$ cat config.mk
export PLATFORM = sky130hd
export DESIGN_NAME = mssd_tx_flat
export DESIGN_NICKNAME = d
export VERILOG_FILES = /design/src/rtl/mssd_pkg.sv /design/src/rtl/mssd_tx_if.sv /design/src/rtl/mssd_bit_timer.sv /design/src/rtl/mssd_tx.sv /design/src/flat_wrapper.sv
export SDC_FILE = /design/constraint.sdc
export NUM_CORES = 1
export LEC_CHECK = 0
export BUFFER_PORTS_ARGS = -buffer_cell sky130_fd_sc_hd__clkbuf_2
export CELL_PAD_IN_SITES_DETAIL_PLACEMENT = 1
export CELL_PAD_IN_SITES_GLOBAL_PLACEMENT = 2
export CORE_ASPECT_RATIO = 1.25
export CORE_MARGIN = 10
export CORE_UTILIZATION = 33
export DETAILED_ROUTE_END_ITERATION = 6
export PLACE_DENSITY = 0.88
export RECOVER_POWER = 50
export SLEW_MARGIN = 20
export SYNTH_ARGS = -nofsm -noshare
export SYNTH_HDL_FRONTEND = slang
export SYNTH_SLANG_ARGS = --single-unit
export TNS_END_PERCENT = 10
$ cat constraint.sdc
create_clock -name clk -period 2.4 [get_ports clk]
set_clock_uncertainty 0.15 [all_clocks]
set_input_delay 0.24 -clock clk [delete_from_list [all_inputs] [get_ports clk]]
set_output_delay 0.24 -clock clk [all_outputs]
set_load 0.005 [all_outputs]
$ cat src/rtl/mssd_pkg.sv
// ============================================================================
// Module      : mssd_pkg
// Description : Shared MSSD link definitions (frame field widths, line idle
//               level and the frame state encoding), used by TX and RX.
// Revision    : 1.0 - initial release
// ============================================================================
`default_nettype none

package mssd_pkg;

    localparam int   PORT_W     = 2;
    localparam int   LEN_W      = 4;
    localparam int   HDR_BITS   = 7;     // start + port + length
    localparam logic IDLE_LEVEL = 1'b1;

    // Explicitly encoded frame states
    typedef enum logic [2:0] {
        ST_IDLE  = 3'd0,
        ST_START = 3'd1,
        ST_PORT  = 3'd2,
        ST_LEN   = 3'd3,
        ST_DATA  = 3'd4
    } state_t;

endpackage

`default_nettype wire

$ cat src/rtl/mssd_tx_if.sv
// ============================================================================
// Module      : mssd_tx_if
// Description : Host-side request bus plus serial line of the MSSD
//               transmitter. The host is the master, the transmitter the slave.
// Revision    : 1.0 - initial release
// ============================================================================
`default_nettype none

interface mssd_tx_if #(
    parameter int DATA_W = 16
) ();
    import mssd_pkg::*;

    logic              start;
    logic [PORT_W-1:0] port;
    logic [LEN_W-1:0]  len;
    logic [DATA_W-1:0] data;
    logic              ready;
    logic              busy;
    logic              serOut;
    logic              done;

    modport master (
        output start, port, len, data,
        input  ready, busy, serOut, done
    );

    modport slave (
        input  start, port, len, data,
        output ready, busy, serOut, done
    );

endinterface

`default_nettype wire

$ cat src/rtl/mssd_bit_timer.sv
// ============================================================================
// Module      : mssd_bit_timer
// Description : Bit-period timer. Counts CLKS_PER_BIT cycles while enabled
//               and ticks on the last cycle of each bit; held at 0 when idle.
// Revision    : 1.0 - initial release
// ============================================================================
`default_nettype none

module mssd_bit_timer #(
    parameter int CLKS_PER_BIT = 4
) (
    input  wire logic clk,
    input  wire logic rst,     // synchronous, active low
    input  wire logic en,
    output logic      tick
);

    localparam int              c_w    = $clog2(CLKS_PER_BIT);
    localparam logic [c_w-1:0]  c_last = c_w'(CLKS_PER_BIT - 1);

    logic [c_w-1:0] r_cnt;

    assign tick = en && (r_cnt == c_last);

    // Count cycles within the current bit, wrapping to 0 on tick
    always_ff @(posedge clk) begin
        if (!rst) begin
            r_cnt <= '0;
        end else if (!en || tick) begin
            r_cnt <= '0;
        end else begin
            r_cnt <= r_cnt + 1'b1;
        end
    end

endmodule

`default_nettype wire

$ cat src/rtl/mssd_tx.sv
// ============================================================================
// Module      : mssd_tx
// Description : MSSD serial frame transmitter. Sends start bit, 2-bit port
//               (MSB first), 4-bit length N (MSB first) and N data bits
//               (LSB first), then returns the line to idle high.
// Revision    : 1.0 - initial release
// ============================================================================
`default_nettype none

module mssd_tx
    import mssd_pkg::*;
#(
    parameter int CLKS_PER_BIT = 4,
    parameter int DATA_W       = 16
) (
    input  wire logic  clk,
    input  wire logic  rst,        // synchronous, active low
    mssd_tx_if.slave   bus
);

    localparam int             c_shift_w  = PORT_W + LEN_W + DATA_W;
    localparam logic [3:0]     c_port_last = 4'(PORT_W - 1);
    localparam logic [3:0]     c_len_last  = 4'(LEN_W - 1);

    state_t                 r_state;
    logic [c_shift_w-1:0]   r_shift;
    logic [3:0]             r_bitcnt;
    logic [LEN_W-1:0]       r_len;
    logic                   r_ser;
    logic                   r_ready;
    logic                   r_busy;
    logic                   r_done;

    logic                   w_tick;
    logic                   w_accept;
    logic [DATA_W-1:0]      w_data_rev;
    logic [c_shift_w-1:0]   w_shift_next;
    logic                   w_ser_next;

    // Data goes out LSB first, so store it bit-reversed behind the header
    // and let the whole frame shift out of the MSB.
    for (genvar i = 0; i < DATA_W; i++) begin : g_rev
        assign w_data_rev[i] = bus.data[DATA_W-1-i];
    end

    assign w_accept     = bus.start & r_ready;
    assign w_ser_next   = r_shift[c_shift_w-1];
    assign w_shift_next = {r_shift[c_shift_w-2:0], 1'b0};

    assign bus.ready  = r_ready;
    assign bus.busy   = r_busy;
    assign bus.serOut = r_ser;
    assign bus.done   = r_done;

    mssd_bit_timer #(
        .CLKS_PER_BIT (CLKS_PER_BIT)
    ) u_timer (
        .clk  (clk),
        .rst  (rst),
        .en   (r_busy),
        .tick (w_tick)
    );

    // Frame sequencer with registered line and handshake outputs
    always_ff @(posedge clk) begin
        if (!rst) begin
            r_state  <= ST_IDLE;
            r_shift  <= '0;
            r_bitcnt <= '0;
            r_len    <= '0;
            r_ser    <= IDLE_LEVEL;
            r_ready  <= 1'b1;
            r_busy   <= 1'b0;
            r_done   <= 1'b0;
        end else begin
            r_done <= 1'b0;
            case (r_state)
                ST_IDLE: begin
                    if (w_accept) begin
                        r_shift  <= {bus.port, bus.len, w_data_rev};
                        r_len    <= bus.len;
                        r_bitcnt <= '0;
                        r_ser    <= 1'b0;
                        r_ready  <= 1'b0;
                        r_busy   <= 1'b1;
                        r_state  <= ST_START;
                    end
                end
                ST_START: begin
                    if (w_tick) begin
                        r_ser    <= w_ser_next;
                        r_shift  <= w_shift_next;
                        r_bitcnt <= '0;
                        r_state  <= ST_PORT;
                    end
                end
                ST_PORT: begin
                    if (w_tick) begin
                        r_ser    <= w_ser_next;
                        r_shift  <= w_shift_next;
                        if (r_bitcnt == c_port_last) begin
                            r_bitcnt <= '0;
                            r_state  <= ST_LEN;
                        end else begin
                            r_bitcnt <= r_bitcnt + 4'd1;
                        end
                    end
                end
                ST_LEN: begin
                    if (w_tick) begin
                        if (r_bitcnt == c_len_last && r_len == '0) begin
                            // Empty payload: frame ends after the length field
                            r_ser    <= IDLE_LEVEL;
                            r_ready  <= 1'b1;
                            r_busy   <= 1'b0;
                            r_done   <= 1'b1;
                            r_bitcnt <= '0;
                            r_state  <= ST_IDLE;
                        end else if (r_bitcnt == c_len_last) begin
                            r_ser    <= w_ser_next;
                            r_shift  <= w_shift_next;
                            r_bitcnt <= '0;
                            r_state  <= ST_DATA;
                        end else begin
                            r_ser    <= w_ser_next;
                            r_shift  <= w_shift_next;
                            r_bitcnt <= r_bitcnt + 4'd1;
                        end
                    end
                end
                ST_DATA: begin
                    if (w_tick) begin
                        // r_len >= 1 here, so len-1 never underflows
                        if (r_bitcnt == r_len - 4'd1) begin
                            r_ser    <= IDLE_LEVEL;
                            r_ready  <= 1'b1;
                            r_busy   <= 1'b0;
                            r_done   <= 1'b1;
                            r_bitcnt <= '0;
                            r_state  <= ST_IDLE;
                        end else begin
                            r_ser    <= w_ser_next;
                            r_shift  <= w_shift_next;
                            r_bitcnt <= r_bitcnt + 4'd1;
                        end
                    end
                end
                default: begin
                    r_ser   <= IDLE_LEVEL;
                    r_ready <= 1'b1;
                    r_busy  <= 1'b0;
                    r_state <= ST_IDLE;
                end
            endcase
        end
    end

endmodule

`default_nettype wire

$ cat src/flat_wrapper.sv
// flat-port wrapper written by rule: the top's interface ports become plain ports
module mssd_tx_flat import mssd_pkg::*;
#(
    parameter int CLKS_PER_BIT = 4,
    parameter int DATA_W       = 16
)
  (clk, rst, bus_start, bus_port, bus_len, bus_data, bus_ready, bus_busy, bus_serOut, bus_done);
  mssd_tx_if #(.DATA_W(DATA_W)) bus_i ();
  input  wire logic clk;
  input  wire logic rst;
  input wire logic [$bits(bus_i.start)-1:0] bus_start;
  input wire logic [$bits(bus_i.port)-1:0] bus_port;
  input wire logic [$bits(bus_i.len)-1:0] bus_len;
  input wire logic [$bits(bus_i.data)-1:0] bus_data;
  output wire logic [$bits(bus_i.ready)-1:0] bus_ready;
  output wire logic [$bits(bus_i.busy)-1:0] bus_busy;
  output wire logic [$bits(bus_i.serOut)-1:0] bus_serOut;
  output wire logic [$bits(bus_i.done)-1:0] bus_done;
  assign bus_i.start = bus_start;
  assign bus_i.port = bus_port;
  assign bus_i.len = bus_len;
  assign bus_i.data = bus_data;
  assign bus_ready = bus_i.ready;
  assign bus_busy = bus_i.busy;
  assign bus_serOut = bus_i.serOut;
  assign bus_done = bus_i.done;
  mssd_tx #(.CLKS_PER_BIT(CLKS_PER_BIT), .DATA_W(DATA_W)) u_core (.clk(clk), .rst(rst), .bus(bus_i));
endmodule
# Yosys cells after proc, flatten, opt, wreduce, memory -nomap -nowiden
# Index checks and enable logic that the tools add are counted.
# Widths: inputs -> output; s select.
# totals
ff_bits,39
latch_bits,0
ramBits,0
mem_bits_ro,0
inputBits,25
out_inout_bits,4
word_cells,101
memories,0
# classes
n_addsub,3
n_mul,0
div,0
order_cmp,0
n_eq_ne,20
n_shift,0
mux,50
bitwise,3
n_reduce_logical,16
# op_table
cell,count
$mux 22,6
$pmux 22 s4,1
$mux 4,9
$mux 3,9
$pmux 4 s5,1
$mux 1,19
$pmux 3 s5,1
$ne 2x2->1 const B,6
$pmux 1 s4,3
$reduce_and 6->1,2
$ne 2x1->1 const B,5
$reduce_and 8->1,1
$reduce_and 7->1,1
$eq 3x2->1 const B,2
$reduce_bool 5->1,1
$add 4x1->4 const B,1
$eq 4x1->1 const B,1
$eq 4x2->1 const B,1
$eq 4x4->1,1
$logic_not 4->1,1
$reduce_and 4->1,1
$reduce_bool 4->1,1
$reduce_or 2->1,2
$sub 4x1->4 const B,1
other kinds (13),15

# Longest topological paths before layout
# logic_depth
ltp_word,5
depth_mapped,8
ltp_nobuf,7

# Cells and area by module
# Synthesis repeated with hierarchy kept, for this count alone.
# unflattened
cells_unflattened,223
hier_area_um2,2159.6
# by_module_without_submodules
mod,instances,cells_each,area_each_um2,seq_area_each_um2
mssd_tx,1,217,2075.7,740.7
mssd_bit_timer,1,6,83.8,40.0

# Worst setup path after synthesis
# No wires, ideal clock.
# synth_path
path_kind,reg-to-reg
from,register u_core.r_bitcnt[2]
to,register u_core.r_state[1]
setup_time_ns,0.117
t_arrival_ns,1.922
required_ns,2.133
setup_slack_ns,0.211
path_stages_with_launch,6
path_buffers,0
period_less_slack_ns,2.189
cell_sequence,dfxtp_1 xor3_1 nor3_2 a21oi_2 or4_1 a32o_1
# synth_via
elab_chain_len,5
elab_cells_between_ends,11
classes_between,eq/ne: 6; mux: 3; reduce/logical: 2
# synth_lines
item,line_no,rtl
start: declaration,mssd_tx.sv:27,logic [3:0] r_bitcnt;
start signal: assignment,mssd_tx.sv:105,r_bitcnt <= r_bitcnt + 4'd1;
start signal: assignment,mssd_tx.sv:127,r_bitcnt <= r_bitcnt + 4'd1;
start signal: assignment,mssd_tx.sv:144,r_bitcnt <= r_bitcnt + 4'd1;
$eq 4x2->1,"mssd_tx.sv:111, mssd_tx.sv:119",
$logic_and 1x1->1,mssd_tx.sv:111,if (r_bitcnt == c_len_last && r_len == '0) begin
$mux 3,mssd_tx.sv:111,
$mux 3,mssd_tx.sv:110,if (w_tick) begin
$pmux 3 s5,mssd_tx.sv:77,case (r_state)
end signal: assignment,mssd_tx.sv:86,r_state <= ST_START;
end signal: assignment,mssd_tx.sv:118,r_state <= ST_IDLE;
end signal: assignment,mssd_tx.sv:123,r_state <= ST_DATA;
end: declaration,mssd_tx.sv:25,state_t r_state;
# Several ways; a longest one is shown, not always the timed one. The select of a mux whose other input is x is not followed.
# A chain may end at the register's enable or synchronous reset.

# Final worst setup path
# layout_path
from,register u_core.r_bitcnt[1]
to,register u_core.r_shift[18]
# layout_via
elab_chain_len,4
elab_cells_between_ends,6
classes_between,eq/ne: 4; reduce/logical: 2
# layout_lines
item,line_no,rtl
$eq 4x2->1,mssd_tx.sv:111,
$logic_and 1x1->1,mssd_tx.sv:111,
$ne 2x2->1 (no line),-,
$reduce_and 7->1 (no line) (*),-,
end signal: assignment,mssd_tx.sv:121,r_shift <= w_shift_next;
end signal: assignment,mssd_tx.sv:126,r_shift <= w_shift_next;
end signal: assignment,mssd_tx.sv:143,r_shift <= w_shift_next;
end: declaration,mssd_tx.sv:26,logic [c_shift_w-1:0] r_shift;
# Mark *: on every way between the ends. The rest lies on a longest branch, timed or not.

==> flow_summary.json <==
{
  "reg2reg_depth": 8,
  "n_antenna_cell": 0,
  "cts_tree": "done",
  "synth_cell_types": 42,
  "grt_util_met3_pct": 2.79,
  "dp_hpwl_mm": 4.03,
  "via_per_inst": 5.37,
  "fmax_mhz": 427,
  "slew_headroom_pct": 55.5,
  "seqCellArea_um2": 786,
  "synth_ff_type": "dfxtp_1",
  "grtUsageMet1_pct": 14.0,
  "powerDensity_nw_per_um2": 789,
  "critical_path_arrival_ps": 2390,
  "dpl_worst_slack_ps": 38.6,
  "start_util_pct": 34.4,
  "cts_made_buffers": 5,
  "seqPwrFrac_pct": 41.8,
  "grt_most_used_layer": "met2",
  "crit_required_ps": 2450,
  "die_w_um": 90.1,
  "grt_start_max_net_pins": 27,
  "layout_min_cycle_time_ps": 2340,
  "grt_pass1_wl_mm": 10.1,
  "cts_sinks": 39,
  "utilization_pct": 41.7,
  "port_buffers": 28,
  "slowest_stage": "dfxtp_1",
  "fp.dieH_um": 108,
  "nFillCells": 767,
  "netSwitchingFraction_pct": 34.5,
  "path_clk_slew_ps": 80,
  "final_cell_mix": "43 x nand2_1, 37 x dfxtp_1, 34 x a21oi_1",
  "wl_mm": 5.96,
  "met2_usage_pct": 21.8,
  "fp-row-count": 31,
  "status": "finished clean",
  "instances_no_fill": 371,
  "fin_crit_sh_pct": 97.5,
  "synthArstFlopShare_pct": 0,
  "postSynthNetCount": 284,
  "yosysSeqAreaShare_pct": 38.5,
  "io_pins": 29,
  "placed_area_um2": 2300,
  "firstDrtPassIters": 4,
  "syn_to_final_growth_pct": 21.1,
  "grt_pass1_vias": 2112,
  "p_clk_share_pct": 25.7,
  "clock_latency_ps": 290,
  "wl_per_cell_um": 16.1,
  "fin_nets": 318,
  "power.internal_w": 0.00127,
  "critPathKind": "reg2reg",
  "grt_usage_pct": 12.1,
  "synthCells": 254,
  "fin_ws_ps": 60.5,
  "gp_congestion": 0.804,
  "die_area_um2": 9710,
  "ys_warn_count": 0,
  "cp-start-kind": "register",
  "num_vias": 1992,
  "p_comb_share_pct": 32.5,
  "end_kind": "register",
  "synth_edf_count": 0,
  "synth.ff_latch_count": 39,
  "core_area_um2": 5900,
  "antenna_found_initial": 0,
  "worst_hold_path_type": "in2reg",
  "whs_ps": 29.5,
  "setup_viol": 0,
  "cellLeakagePower_nw": 0.934,
  "slew_violations": 0,
  "final_area_um2": 2460,
  "final_common_cell": "nand2_1",
  "multi_input_area_um2": 1150,
  "min_path_cells": 3,
  "path_cells": "ha_1 -> and4bb_2 -> a31o_2 -> o211ai_1 -> buf_4 -> clkdlybuf4s15_2 -> a21oi_1 -> a311oi_1",
  "tightestPinTransition_ps": 667,
  "final_antenna_net_count": 0,
  "cts_max_path_buffers": 2,
  "max_stage_delay_ps": 370,
  "overflow": 0,
  "ir_drop_mv": 0.503,
  "drc": 0,
  "place_inst": 357,
  "syn_avg_cell_area_um2": 7.99,
  "synth_area_um2": 2030,
  "drv_cap": 0,
  "hold_viol": 0,
  "layout-drive-gt1-share_pct": 19.7,
  "path_max_fanout": 5,
  "htree_levels": 2,
  "clockRootBuffer": "clkbuf_8",
  "hold_buffers": 0,
  "drtIter0Drc": 57,
  "power.switching_w": 0.000669
}
[cell usage after synthesis, drive strengths merged (2+ instances only)]
master / count / share of area (%)
dfxtp: 39 / 38
nor2b: 5 / 1.5
ha: 5 / 3.1
mux2i: 2 / 0.99
nand4: 2 / 0.62
o21ai: 7 / 1.7
o22ai: 2 / 0.62
a311oi: 21 / 9.1
a21oi: 35 / 8.8
nand2: 43 / 8.0
nor2: 6 / 1.1
nor4b: 2 / 0.86
and2: 2 / 0.62
or3: 2 / 0.62
nor3: 4 / 1.2
or4: 2 / 0.74
clkbuf: 17 / 3.1
nand3: 29 / 7.2
inv: 4 / 0.74
xnor2: 3 / 1.3
buf: 5 / 1.5
[final cells by class]
class / count / area share (%)
multi-input cells: 189 / 46.8
flip-flops and latches: 39 / 32.0
repair buffers: 49 / 12.4
well taps: 82 / 4.18
clock buffers: 8 / 4.07
inverters: 4 / 0.611
[power groups by stage]
stage	clock (W)	combinational, W	sequential [W]
2_1_floorplan	0	0.000428	0.000810
3_3_place_gp	0	0.000606	0.000819
3_5_place_dp	0	0.000618	0.000822
4_1_cts	0.000512	0.000620	0.000809
5_1_grt	0.000539	0.000708	0.000825
6_report	0.000498	0.000630	0.000810
[worst paths after layout]
path | start | endpoint | slack [ps]
max | u_core.r_bitcnt[1]$_SDFFE_PN0P_ | u_core.r_shift[18]$_SDFFE_PN0P_ | 60
min | bus_len[1] | u_core.r_len[1]$_SDFFE_PN0P_ | 30
max reg2reg | u_core.r_bitcnt[1]$_SDFFE_PN0P_ | u_core.r_shift[18]$_SDFFE_PN0P_ | 60
min reg2reg | u_core.u_timer.r_cnt[0]$_SDFF_PP0_ | u_core.u_timer.r_cnt[0]$_SDFF_PP0_ | 290
[layer usage]
layer	up-vias	part of all wire (%)	wire length, um
met5	-	0	0
met4	0	1.8	109
met3	9	3.1	184
met2	30	49	2940
met1	953	46	2730
li1	1000	-	-
[flip-flops by register name, indices dropped and copies added (netlist names)]
name,count
u_core.r_shift,22
u_core.r_bitcnt,4
u_core.r_len,4
u_core.r_state,3
u_core.u_timer.r_cnt,2
u_core.bus.busy,1
u_core.bus.done,1
u_core.bus.ready,1
u_core.bus.serOut,1
[per-stage QoR]
stage	power [W]	setup TNS [ps]
global route	0.00207	-132
finish	0.00194	0
detailed placement	0.00144	0
floorplan	0.00124	0
global placement	0.00143	0
CTS	0.00194	0
[worst max-delay path: cells and delay by family, from the launching register on]
family / cells / cell delay (ps)
buffers and inverters: 2 / 430
adders and majority gates: 1 / 260
AOI/OAI and AO/OA: 4 / 750
and+or+nand+nor: 1 / 270
DFF: 1 / 370
[cells by family (layout without fill, tap and decap cells)]
logic type	Yosys count	after routing	synth area share, %
and+or+nand+nor	103	103	24.9
AOI/OAI and AO/OA	73	73	23.7
DFF	39	39	38.5
buffers and inverters	26	61	5.43
adders and majority gates	6	6	3.58
xor gates and xnor gates	5	5	2.90
muxes	2	2	0.986
[what timing repair did]
item,4_1_cts,5_1_grt
gates resized for setup,0,5
buffers inserted,0,5
setup endpoints to repair,0,19
Note: power is estimated with default switching activity, not from simulation.
